<file path="src/rtl/elastic_pipe_reg.sv">
// Elastic pipeline register: STAGES cascaded valid/ready slices, each a main register plus a skid entry.
// Optional ELASTIC_PIPE_PERF_EN adds stall/flush counters and an occupancy output.

module elastic_pipe_slice #(
    parameter int DATA_W = 96,
    parameter int CTRL_W = 8
) (
    input  logic              clk,
    input  logic              reset,
    input  logic              flush,
    input  logic              up_valid,
    output logic              up_ready,
    input  logic [DATA_W-1:0] up_data,
    input  logic [CTRL_W-1:0] up_ctrl,
    output logic              dn_valid,
    input  logic              dn_ready,
    output logic [DATA_W-1:0] dn_data,
    output logic [CTRL_W-1:0] dn_ctrl
);
    logic              mv, sv;
    logic [DATA_W-1:0] md, sd;
    logic [CTRL_W-1:0] mc, sc;

    // Ready comes only from the skid flag, so out_ready never reaches in_ready combinationally.
    assign up_ready = ~sv;
    assign dn_valid = mv;
    assign dn_data  = md;
    assign dn_ctrl  = mv ? mc : '0;

    always_ff @(posedge clk) begin
        if (reset) begin
            mv <= 1'b0;
            sv <= 1'b0;
            md <= '0;
            mc <= '0;
            sd <= '0;
            sc <= '0;
        end else if (flush) begin
            mv <= 1'b0;
            sv <= 1'b0;
        end else if (!mv || dn_ready) begin
            // Main is free this cycle: the older skid entry takes priority over the input.
            if (sv) begin
                mv <= 1'b1;
                md <= sd;
                mc <= sc;
                sv <= 1'b0;
            end else begin
                mv <= up_valid;
                if (up_valid) begin
                    md <= up_data;
                    mc <= up_ctrl;
                end
            end
        end else if (up_valid && !sv) begin
            sv <= 1'b1;
            sd <= up_data;
            sc <= up_ctrl;
        end
    end
endmodule

module elastic_pipe_reg #(
    parameter int DATA_W = 96,
    parameter int CTRL_W = 8,
    parameter int STAGES = 1
) (
    input  logic              clk,
    input  logic              reset,
    input  logic              in_valid,
    output logic              in_ready,
    input  logic [DATA_W-1:0] in_data,
    input  logic [CTRL_W-1:0] in_ctrl,
    input  logic              flush,
    output logic              out_valid,
    input  logic              out_ready,
    output logic [DATA_W-1:0] out_data,
    output logic [CTRL_W-1:0] out_ctrl
`ifdef ELASTIC_PIPE_PERF_EN
    ,
    output logic [31:0]                     stall_cnt,
    output logic [15:0]                     flush_cnt,
    output logic [$clog2(2*STAGES+1)-1:0]   occupancy
`endif
);
    generate
        if (STAGES < 1 || STAGES > 4) begin : g_bad_stages
            $error("elastic_pipe_reg: STAGES must be in 1..4");
        end
    endgenerate

    // Index i is the boundary feeding slice i; index STAGES is the block output.
    logic [STAGES:0]             vld, rdy;
    logic [STAGES:0][DATA_W-1:0] dat;
    logic [STAGES:0][CTRL_W-1:0] ctl;

    assign vld[0]      = in_valid;
    assign dat[0]      = in_data;
    assign ctl[0]      = in_ctrl;
    assign rdy[STAGES] = out_ready;

    for (genvar i = 0; i < STAGES; i++) begin : g_slice
        elastic_pipe_slice #(.DATA_W(DATA_W), .CTRL_W(CTRL_W)) u_slice (
            .clk      (clk),
            .reset    (reset),
            .flush    (flush),
            .up_valid (vld[i]),
            .up_ready (rdy[i]),
            .up_data  (dat[i]),
            .up_ctrl  (ctl[i]),
            .dn_valid (vld[i+1]),
            .dn_ready (rdy[i+1]),
            .dn_data  (dat[i+1]),
            .dn_ctrl  (ctl[i+1])
        );
    end

    assign in_ready  = rdy[0] & ~reset;
    assign out_valid = vld[STAGES];
    assign out_data  = dat[STAGES];
    assign out_ctrl  = ctl[STAGES];

`ifdef ELASTIC_PIPE_PERF_EN
    localparam int OCC_W = $clog2(2*STAGES+1);

    always_ff @(posedge clk) begin
        if (reset) begin
            stall_cnt <= '0;
            flush_cnt <= '0;
        end else begin
            if (out_valid && !out_ready && stall_cnt != '1)
                stall_cnt <= stall_cnt + 32'd1;
            if (flush && flush_cnt != '1)
                flush_cnt <= flush_cnt + 16'd1;
        end
    end

    // A slice's skid is full exactly when its upstream ready is low.
    always_comb begin
        occupancy = '0;
        for (int i = 0; i < STAGES; i++)
            occupancy = occupancy + OCC_W'(vld[i+1]) + OCC_W'(~rdy[i]);
    end
`endif
endmodule

</file>
<file path="config.mk">
export PLATFORM = sky130hd
export DESIGN_NAME = elastic_pipe_reg
export DESIGN_NICKNAME = d
export VERILOG_FILES = /design/src/rtl/elastic_pipe_reg.sv
export SDC_FILE = /design/constraint.sdc
export NUM_CORES = 1
export LEC_CHECK = 0
export CAP_MARGIN = 20
export CORE_MARGIN = 4
export CORE_UTILIZATION = 47
export DETAILED_ROUTE_END_ITERATION = 12
export GPL_TIMING_DRIVEN = 0
export PLACE_DENSITY = 0.77
export SLEW_MARGIN = 20
export SYNTH_ARGS = -nofsm -noshare
export SYNTH_HDL_FRONTEND = slang
export SYNTH_HIERARCHICAL = 1
export SYNTH_SLANG_ARGS = --single-unit
</file>
<file path="constraint.sdc">
create_clock -name clk -period 1.54 [get_ports clk]
set_input_delay 0.154 -clock clk [delete_from_list [all_inputs] [get_ports clk]]
set_output_delay 0.154 -clock clk [all_outputs]
set_load 0.05 [all_outputs]
</file>
Word level (Yosys, flattened, before mapping)
Cells that the tools add are included.
{ "op_classes": {"bitwise": 5, "n_mux": 6, "n_reduce_logical": 9} }
{ "op_table": {"columns": ["cell", "count"], "rows": [
  ["96-bit two-way mux", 2],
  ["8-bit two-way mux", 3],
  ["3-bit AND reduction", 2],
  ["1-bit NOT", 4],
  ["3-bit OR reduction", 1],
  ["1-bit logical NOT", 2],
  ["2-bit nonzero test", 1],
  ["2-bit OR reduction", 1],
  ["1-bit AND", 1],
  ["1-bit logical AND", 1],
  ["1-bit logical OR", 1],
  ["1-bit two-way mux", 1]
]} }
{ "totals": {"word_cells": 26, "in_bits": 109, "register_bits": 210, "output_inout_bits": 106} }

Depth between registers and ports, before layout
Gate-level depths: netlist of run 1.
{ "depth": {"word_depth": 4, "depth_mapped": 7, "depth_no_buf": 3} }

By module
The synthesis of run 1 kept the hierarchy.
{ "modules_own_cells": {"columns": ["module", "seq_area_each_um2", "instances", "area_per_inst_um2", "cells_each"], "rows": [
  ["elastic_pipe_slice", 4204.0, 1, 10438.8, 1060],
  ["elastic_pipe_reg", 0.0, 1, 13.8, 1]
]} }

Worst setup path before layout of run 1
No wires, ideal clock.
{ "synth_path": {"path_type": "register -> register", "start": "reg g_slice[0].u_slice.mv", "end": "reg g_slice[0].u_slice.sd[35]", "n_path_buf": 3, "t_required_ns": 1.468, "stages_incl_launch_ff": 7, "path_slack_ns": -0.402, "t_arrival_ns": 1.870, "period_less_slack_ns": 1.942, "path_cell_list": "dfxtp_1 nand2b_1 nor4b_1 clkbuf_1 buf_4 buf_4 mux2i_1"} }
{ "synth_via": {"elab_chain_cells": 4} }
{ "synth_rtl": {"columns": ["item", "line_no", "text"], "rows": [
  ["start, declared", "20", "logic mv, sv;"],
  ["start signal, assigned", "49", "mv <= up_valid;"],
  ["1-bit logical NOT", "41", "end else if (!mv || dn_ready) begin"],
  ["1-bit logical OR", "41", null],
  ["1-bit NOT (no source line)", null, null],
  ["3-bit AND reduction (no source line)", null, null],
  ["end signal, assigned", "57", "sd <= up_data;"],
  ["end, declared", "21", "logic [DATA_W-1:0] md, sd;"]
]} }
Every way passes these cells.
A chain may end at the register's enable or synchronous reset.

Final worst setup path of run 1
{ "layout_path": {"start": "reg g_slice[0].u_slice.sv", "end": "reg g_slice[0].u_slice.md[54]"} }
{ "layout_via": {"elab_chain_cells": 2} }
{ "layout_rtl": {"columns": ["item", "line_no", "text"], "rows": [
  ["start, declared", "20", null],
  ["start signal, assigned", "33", "sv <= 1'b0;"],
  ["start signal, assigned", "40", "sv <= 1'b0;"],
  ["start signal, assigned", "47", "sv <= 1'b0;"],
  ["2-bit nonzero test (no source line)", null, null],
  ["3-bit AND reduction (no source line)", null, null],
  ["end signal, assigned", "51", "md <= up_data;"],
  ["end, declared", "21", null]
]} }
Parallel ways exist; a longest one is shown, timed or not.

==> impl_metrics.toml, run 1 <==
[sta]
setup_viol = 192
hold_viol = 0
fin_worst_skew_ns = 0.0112
setup_ws_ns = -0.223
fin_crit_sh_pct = 114
max_slew_margin_pct = 36.4
rsz0062_at_grt = "yes"
drv_slew = 0
fmax_mhz = 567
fin_tns_setup_ns = -15.09
tightest_slew_ns = 0.954
final.min_clock_period_ns = 1.76

[route]
vias = 8813
wl_mm = 31.3
drc_errors = 0
route.detailed.vias_per_inst = 5.39
drtIter0Drc = 406
postRouteAntennaNets = 0
drt_first_pass_iters = 5
routedWlPerCell_um = 19.2

[outcome]
violations = "negative setup slack"
status = "finished, violations left"

[clock_tree]
cts-htree-levels = 1
cts_tree = "yes"
cts.sinks = 210
cts.clk_slew.worst_paths_ns = 0.06
numCtsBuffers = 24
clock_tree.buffer_depth = 3
clk-insertion-delay-late_ns = 0.51
holdBufCountCts = 0
root_buffer = "clkbuf_16"

[power]
power.net_switching_uw = 4010
leakagePower_uw = 0.00542
p_sw_share_pct = 28.4
comb_power_share_pct = 19.1
power.total_uw = 14100
power_density_nw_per_um2 = 923
internal_power_uw = 10100
pwr-share-clk_pct = 40.0
vdd_drop_max_uv = 649
seqPwrFrac_pct = 40.9

[floorplan]
pin_count = 215
core_um2 = 21800
die-area_um2 = 24700
die_height_um = 157
initial_core_util_pct = 47.9
die_w_um = 157
rows = 54

[critical_path]
end_kind = "flip-flop"
cp.arrival_ns = 2.14
cp_slowest_cell = "mux2_2"
worstPathMaxFanout = 10
worstPathRequired_ns = 1.92
critPathMaxStageDelay_ns = 0.37
critPathBufInv = 3
cpLargestDelayFamily = "buffers and inverters"
cp.depth = 6
start_kind = "flip-flop"
cp_cell_sequence = "buf_8 -> buf_12 -> buf_2 -> mux2_2 -> nor4_1 -> a211oi_2"
critPathKind = "reg -> reg"
ff2ff_path_depth = 6

[synthesis]
syn_inst = 1061
synth_top_area_share_pct = 40.2
ys_ff_latch = 210
syn_nets = 1170
synth.avg_cell_area_um2 = 9.85
synth_area_um2 = 10500
ys_seq_area_share_pct = 40.2
yosysWarnings = 6
synth_area_leaders = "dfxtp_1 40%, nand2b_1 13%, mux2_2 11%, mux2i_1 10%, a211oi_2 7.2%"
synth_area_leader_cell = "dfxtp_1"
ys_types = 18

[hold_path]
min_path_cells = 3
hold_path.class = "in -> reg"

[placement]
dpl.hpwl_mm = 19.9
io_buffers = 213
gp_congestion = 0.799

[grt]
grt_use_total_pct = 22.4
antenna_found_initial = 1
grt_pass1_wl_mm = 45.6
grt_pass1_vias = 8871
grt_max_degree = 14
overflow = 0

[layout]
antenna_cells = 0
fin_util_pct = 69.9
final_cell_mix = "209 x nand2b_1, 208 x dfxtp_1, 107 x clkdlybuf4s50_1"
mostFrequentLayoutCell = "nand2b_1"
nets = 1447
drive_gt1_share_pct = 36.5
area_growth_pct = 46.0

[flow_run]
drv_cap = 0
## cells in the mapped netlist
| master | number |
|---|---|
| dfxtp_1 | 210 |
| nand2b_1 | 209 |
| inv_1 | 105 |
| nor4_1 | 105 |
| mux2_2 | 104 |
| mux2i_1 | 104 |
| clkbuf_1 | 73 |
| a211oi_2 | 60 |
| a211oi_1 | 45 |
| buf_2 | 19 |
| and2_1 | 8 |
| buf_4 | 7 |
| buf_6 | 7 |
| nor2_1 | 1 |
| nor2b_1 | 1 |
| nor2b_4 | 1 |
| nor4b_1 | 1 |
| or3_1 | 1 |
## cell families (layout without fill, tap and decap cells)
family                 count (synthesis)  count (layout)  synth area share, %
AO/OA/AOI/OAI                        105             105                 10.4
buffers and inverters                211             505                 8.56
flip-flops                           210             210                 40.2
multiplexers                         208             208                 21.2
AND/OR/NAND/NOR                      327             327                 19.6
## flip-flops by register name, indices dropped and copies added (netlist names)
register,count
g_slice.u_slice/dn_data,96
g_slice.u_slice/sd,96
g_slice.u_slice/sv,1
g_slice.u_slice/mc,8
g_slice.u_slice/dn_valid,1
g_slice.u_slice/sc,8
## power groups by stage
stage | logic, µW | clock network [µW] | registers [µW]
6_report | 2690 | 5630 | 5770
3_5_place_dp | 2450 | 0 | 5880
3_3_place_gp | 2430 | 0 | 5880
2_1_floorplan | 922 | 0 | 6480
4_1_cts | 2390 | 5760 | 5760
5_1_grt | 2840 | 5980 | 5790
## metal layers
metal / share of wire [%] / global-route usage (%) / vias up
li1: - / - / 4225
met1: 44 / 29.4 / 4298
met2: 48 / 37.9 / 252
met3: 6.2 / 4.48 / 36
met4: 1.6 / 6.06 / 2
met5: 0.038 / 0 / -
## area by class of cell
cell class | instances | area [µm²]
multi-input cells | 640 | 6110
well taps | 280 | 350
inverters | 105 | 399
plain buffers | 105 | 911
repair buffers | 252 | 2500
clock inverters | 10 | 83.8
flip-flops and latches | 210 | 4210
clock buffers | 33 | 697
fillers | 1611 | 6560
## worst reg2reg max path: stages (launching register included)
cell and delay (ns):
dfxtp_2 0.33, buf_8 0.14, buf_12 0.13, buf_2 0.25, mux2_2 0.37, nor4_1 0.33
a211oi_2 0.09
## worst paths after layout
check	start	slack, ns	endpoint
hold reg to reg	g_slice[0].u_slice/mc[0]	0.46	g_slice[0].u_slice/mc[0]
setup / recovery	g_slice[0].u_slice/sv	-0.22	g_slice[0].u_slice/dn_data[54]
setup reg to reg	g_slice[0].u_slice/sv	-0.22	g_slice[0].u_slice/dn_data[54]
hold / removal	in_data[12]	0.24	g_slice[0].u_slice/sd[12]
## through the flow
| stage | hold WS (ns) | setup WS [ns] | cells | instance area (µm²) |
|---|---|---|---|---|
| 3_3_place_gp | 0.441 | -1.24 | 1554 | 13000 |
| 3_5_place_dp | 0.443 | -1.26 | 1554 | 13000 |
| 4_1_cts | 0.219 | -0.276 | 1599 | 13900 |
| 2_1_floorplan | 0.309 | -0.101 | 1061 | 10500 |
| 6_report | 0.235 | -0.223 | 1635 | 15300 |
| 5_1_grt | 0.240 | -0.313 | 1635 | 15300 |
## what timing repair did
action / in CTS / in global routing
buffers inserted: 2 / 17
setup endpoints to repair: 316 / 308
cloned: 0 / 20
pin swaps: 1 / 39
resized for setup: 227 / 376
Note: power is estimated with default switching activity, not from simulation.
==> inputs of run 2 (changes only) <==
--- a/config.mk
+++ b/config.mk
@@ -10,6 +10,7 @@
 export CORE_UTILIZATION = 47
 export DETAILED_ROUTE_END_ITERATION = 12
 export GPL_TIMING_DRIVEN = 0
+export HOLD_SLACK_MARGIN = 0.1
 export PLACE_DENSITY = 0.77
 export SLEW_MARGIN = 20
 export SYNTH_ARGS = -nofsm -noshare
==> results of run 2 <==
No change in the layout: final DEF, timing and power equal those of run 1.
==> inputs of run 3 (changes only) <==
--- a/config.mk
+++ b/config.mk
@@ -12,6 +12,7 @@
 export GPL_TIMING_DRIVEN = 0
 export HOLD_SLACK_MARGIN = 0.1
 export PLACE_DENSITY = 0.77
+export SETUP_SLACK_MARGIN = 0.2
 export SLEW_MARGIN = 20
 export SYNTH_ARGS = -nofsm -noshare
 export SYNTH_HDL_FRONTEND = slang
==> impl_metrics.toml, run 3 (synthesis results as in run 1) <==
[layout]
fin_util_pct = 69.9
area_growth_pct = 46.0
fin_area_um2 = 15300
final_cell_mix = "208 x nand2b_1, 208 x dfxtp_1, 107 x clkdlybuf4s50_1"
nets = 1449
drive_gt1_share_pct = 42.0

[power]
seqPwrFrac_pct = 42.0
internal_power_uw = 9760
power.net_switching_uw = 3980
vdd_drop_max_uv = 649
leakagePower_uw = 0.00547
pwr-share-clk_pct = 37.7
comb_power_share_pct = 20.3
power_density_nw_per_um2 = 900
p_sw_share_pct = 29.0

[floorplan]
rows = 54
die_w_um = 157
pin_count = 215
core_um2 = 21800
initial_core_util_pct = 47.9
die_height_um = 157
die-area_um2 = 24700

[sta]
setup_ws_ns = -0.198
final.min_clock_period_ns = 1.74
drv_slew = 0
tightest_slew_ns = 0.951
fmax_mhz = 575
setup_viol = 215
fin_worst_skew_ns = 0.0215
hold_viol = 0
max_slew_margin_pct = 36.6
fin_crit_sh_pct = 113
rsz0062_at_grt = "yes"

[critical_path]
worstPathRequired_ns = 1.95
end_kind = "flip-flop"
critPathBufInv = 4
worstPathMaxFanout = 7
start_kind = "flip-flop"
cp.arrival_ns = 2.15
cp_slowest_cell = "dfxtp_4"
path_common_cell = "buf_12"
critPathMaxStageDelay_ns = 0.36
critPathKind = "reg -> reg"
cpLargestDelayFamily = "buffers and inverters"
cp_cell_sequence = "nor2b_4 -> buf_6 -> or3_4 -> buf_8 -> buf_12 -> buf_12 -> a211oi_4"

[route]
postRouteAntennaNets = 0
drt_first_pass_iters = 4
wl_mm = 32.0
drc_errors = 0
drtIter0Drc = 321
routedWlPerCell_um = 19.6
vias = 8894
route.detailed.vias_per_inst = 5.45

[clock_tree]
cts-htree-levels = 1
root_buffer = "clkbuf_16"
numCtsBuffers = 23
cts.sinks = 210
cts.clk_slew.worst_paths_ns = 0.07
clk-insertion-delay-late_ns = 0.52
clock_tree.buffer_depth = 3
cts_tree = "yes"

[placement]
post_dp_cell_area_um2 = 13100
dpl.hpwl_mm = 20.0
io_buffers = 213
gp_congestion = 0.795

[grt]
grt_use_total_pct = 23.5
grt_pass1_vias = 9050
antenna_found_initial = 0
met3_usage_pct = 4.62
grt_max_degree = 14
grtUsageMet2_pct = 40.2
grt_pass1_wl_mm = 47.4
use_met1_pct = 30.5
overflow = 0
gr-max-usage-layer = "met2"

[hold_path]
hold_path.class = "in -> reg"

[outcome]
status = "finished, violations left"
violations = "negative setup slack"

[flow_run]
drv_cap = 0
run 3: cell types whose count changed in the layout (fill, tap and decap cells not counted), moves of 7 or more:
cell / delta
a211oi_1: -14
a211oi_2: +12
and2_1: -8
and2_4: +8
buf_2: +75
buf_8: +13
clkbuf_16: -15
clkbuf_2: -54
clkbuf_4: +7
clkdlybuf4s15_1: -38
nor4_1: -17
nor4_2: +17
run 3: power by group through the flow:
| stage | clock network, µW | logic [µW] | registers (µW) |
|---|---|---|---|
| 6_report | 5170 | 2790 | 5770 |
| 5_1_grt | 5480 | 2940 | 5790 |
| 4_1_cts | 5240 | 2550 | 5760 |
| 3_5_place_dp | 0 | 2450 | 5890 |
| 3_3_place_gp | 0 | 2420 | 5880 |
| 2_1_floorplan | 0 | 925 | 6480 |
run 3: what timing repair did:
action / CTS / global route
setup endpoints to repair: 316 / 226
cloned: 5 / 8
hold buffers: 0 / 0
gates resized for setup: 728 / 147
buffers inserted: 21 / 8
pin swaps: 21 / 72
run 3: per-layer routing:
metal,share of wire (%),vias to the layer above
met5,0,-
met4,1.7,0
met3,6.0,45
met2,48,253
met1,44,4373
li1,-,4223
run 3: path summary, 6_finish.rpt:
check / startpoint / to / slack [ns] / cells past startpoint
worst min register to register: g_slice[0].u_slice/dn_data[40] / g_slice[0].u_slice/dn_data[40] / 0.46 / 2
worst max-delay path: g_slice[0].u_slice/dn_valid / g_slice[0].u_slice/dn_data[34] / -0.20 / 7
worst max register to register: g_slice[0].u_slice/dn_valid / g_slice[0].u_slice/dn_data[34] / -0.20 / 7
worst min-delay path: in_data[67] / g_slice[0].u_slice/sd[67] / 0.23 / 3
run 3: final cells by class:
| type | instances | area (µm²) |
|---|---|---|
| Sequential cell | 210 | 4210 |
| Fill cell | 1588 | 6570 |
| Tap cell | 280 | 350 |
| Buffer | 105 | 925 |
| Clock inverter | 3 | 18.8 |
| Multi-Input combinational cell | 640 | 6330 |
| Clock buffer | 34 | 667 |
| Timing Repair Buffer | 255 | 2360 |
| Antenna cell | 1 | 2.50 |
| Inverter | 105 | 399 |
run 3: through the flow:
stage                     instances  TNS, ns  hold WS [ns]  power, µW  setup slack, ns
after floorplan                1061    -8.43         0.309       7410           -0.101
after global placement         1554  -191.90         0.445       8310            -1.30
after detailed placement       1554  -193.10         0.440       8330            -1.30
after CTS                      1617   -28.50         0.209      13600           -0.214
after global routing           1632   -34.61         0.233      14200           -0.242
final                          1633   -22.40         0.226      13700           -0.198
run 3: worst register-to-register path: stages (launching register included):
cell and delay (ns):
dfxtp_4 0.36, nor2b_4 0.13, buf_6 0.13, or3_4 0.33, buf_8 0.15, buf_12 0.16, buf_12 0.14, a211oi_4 0.23
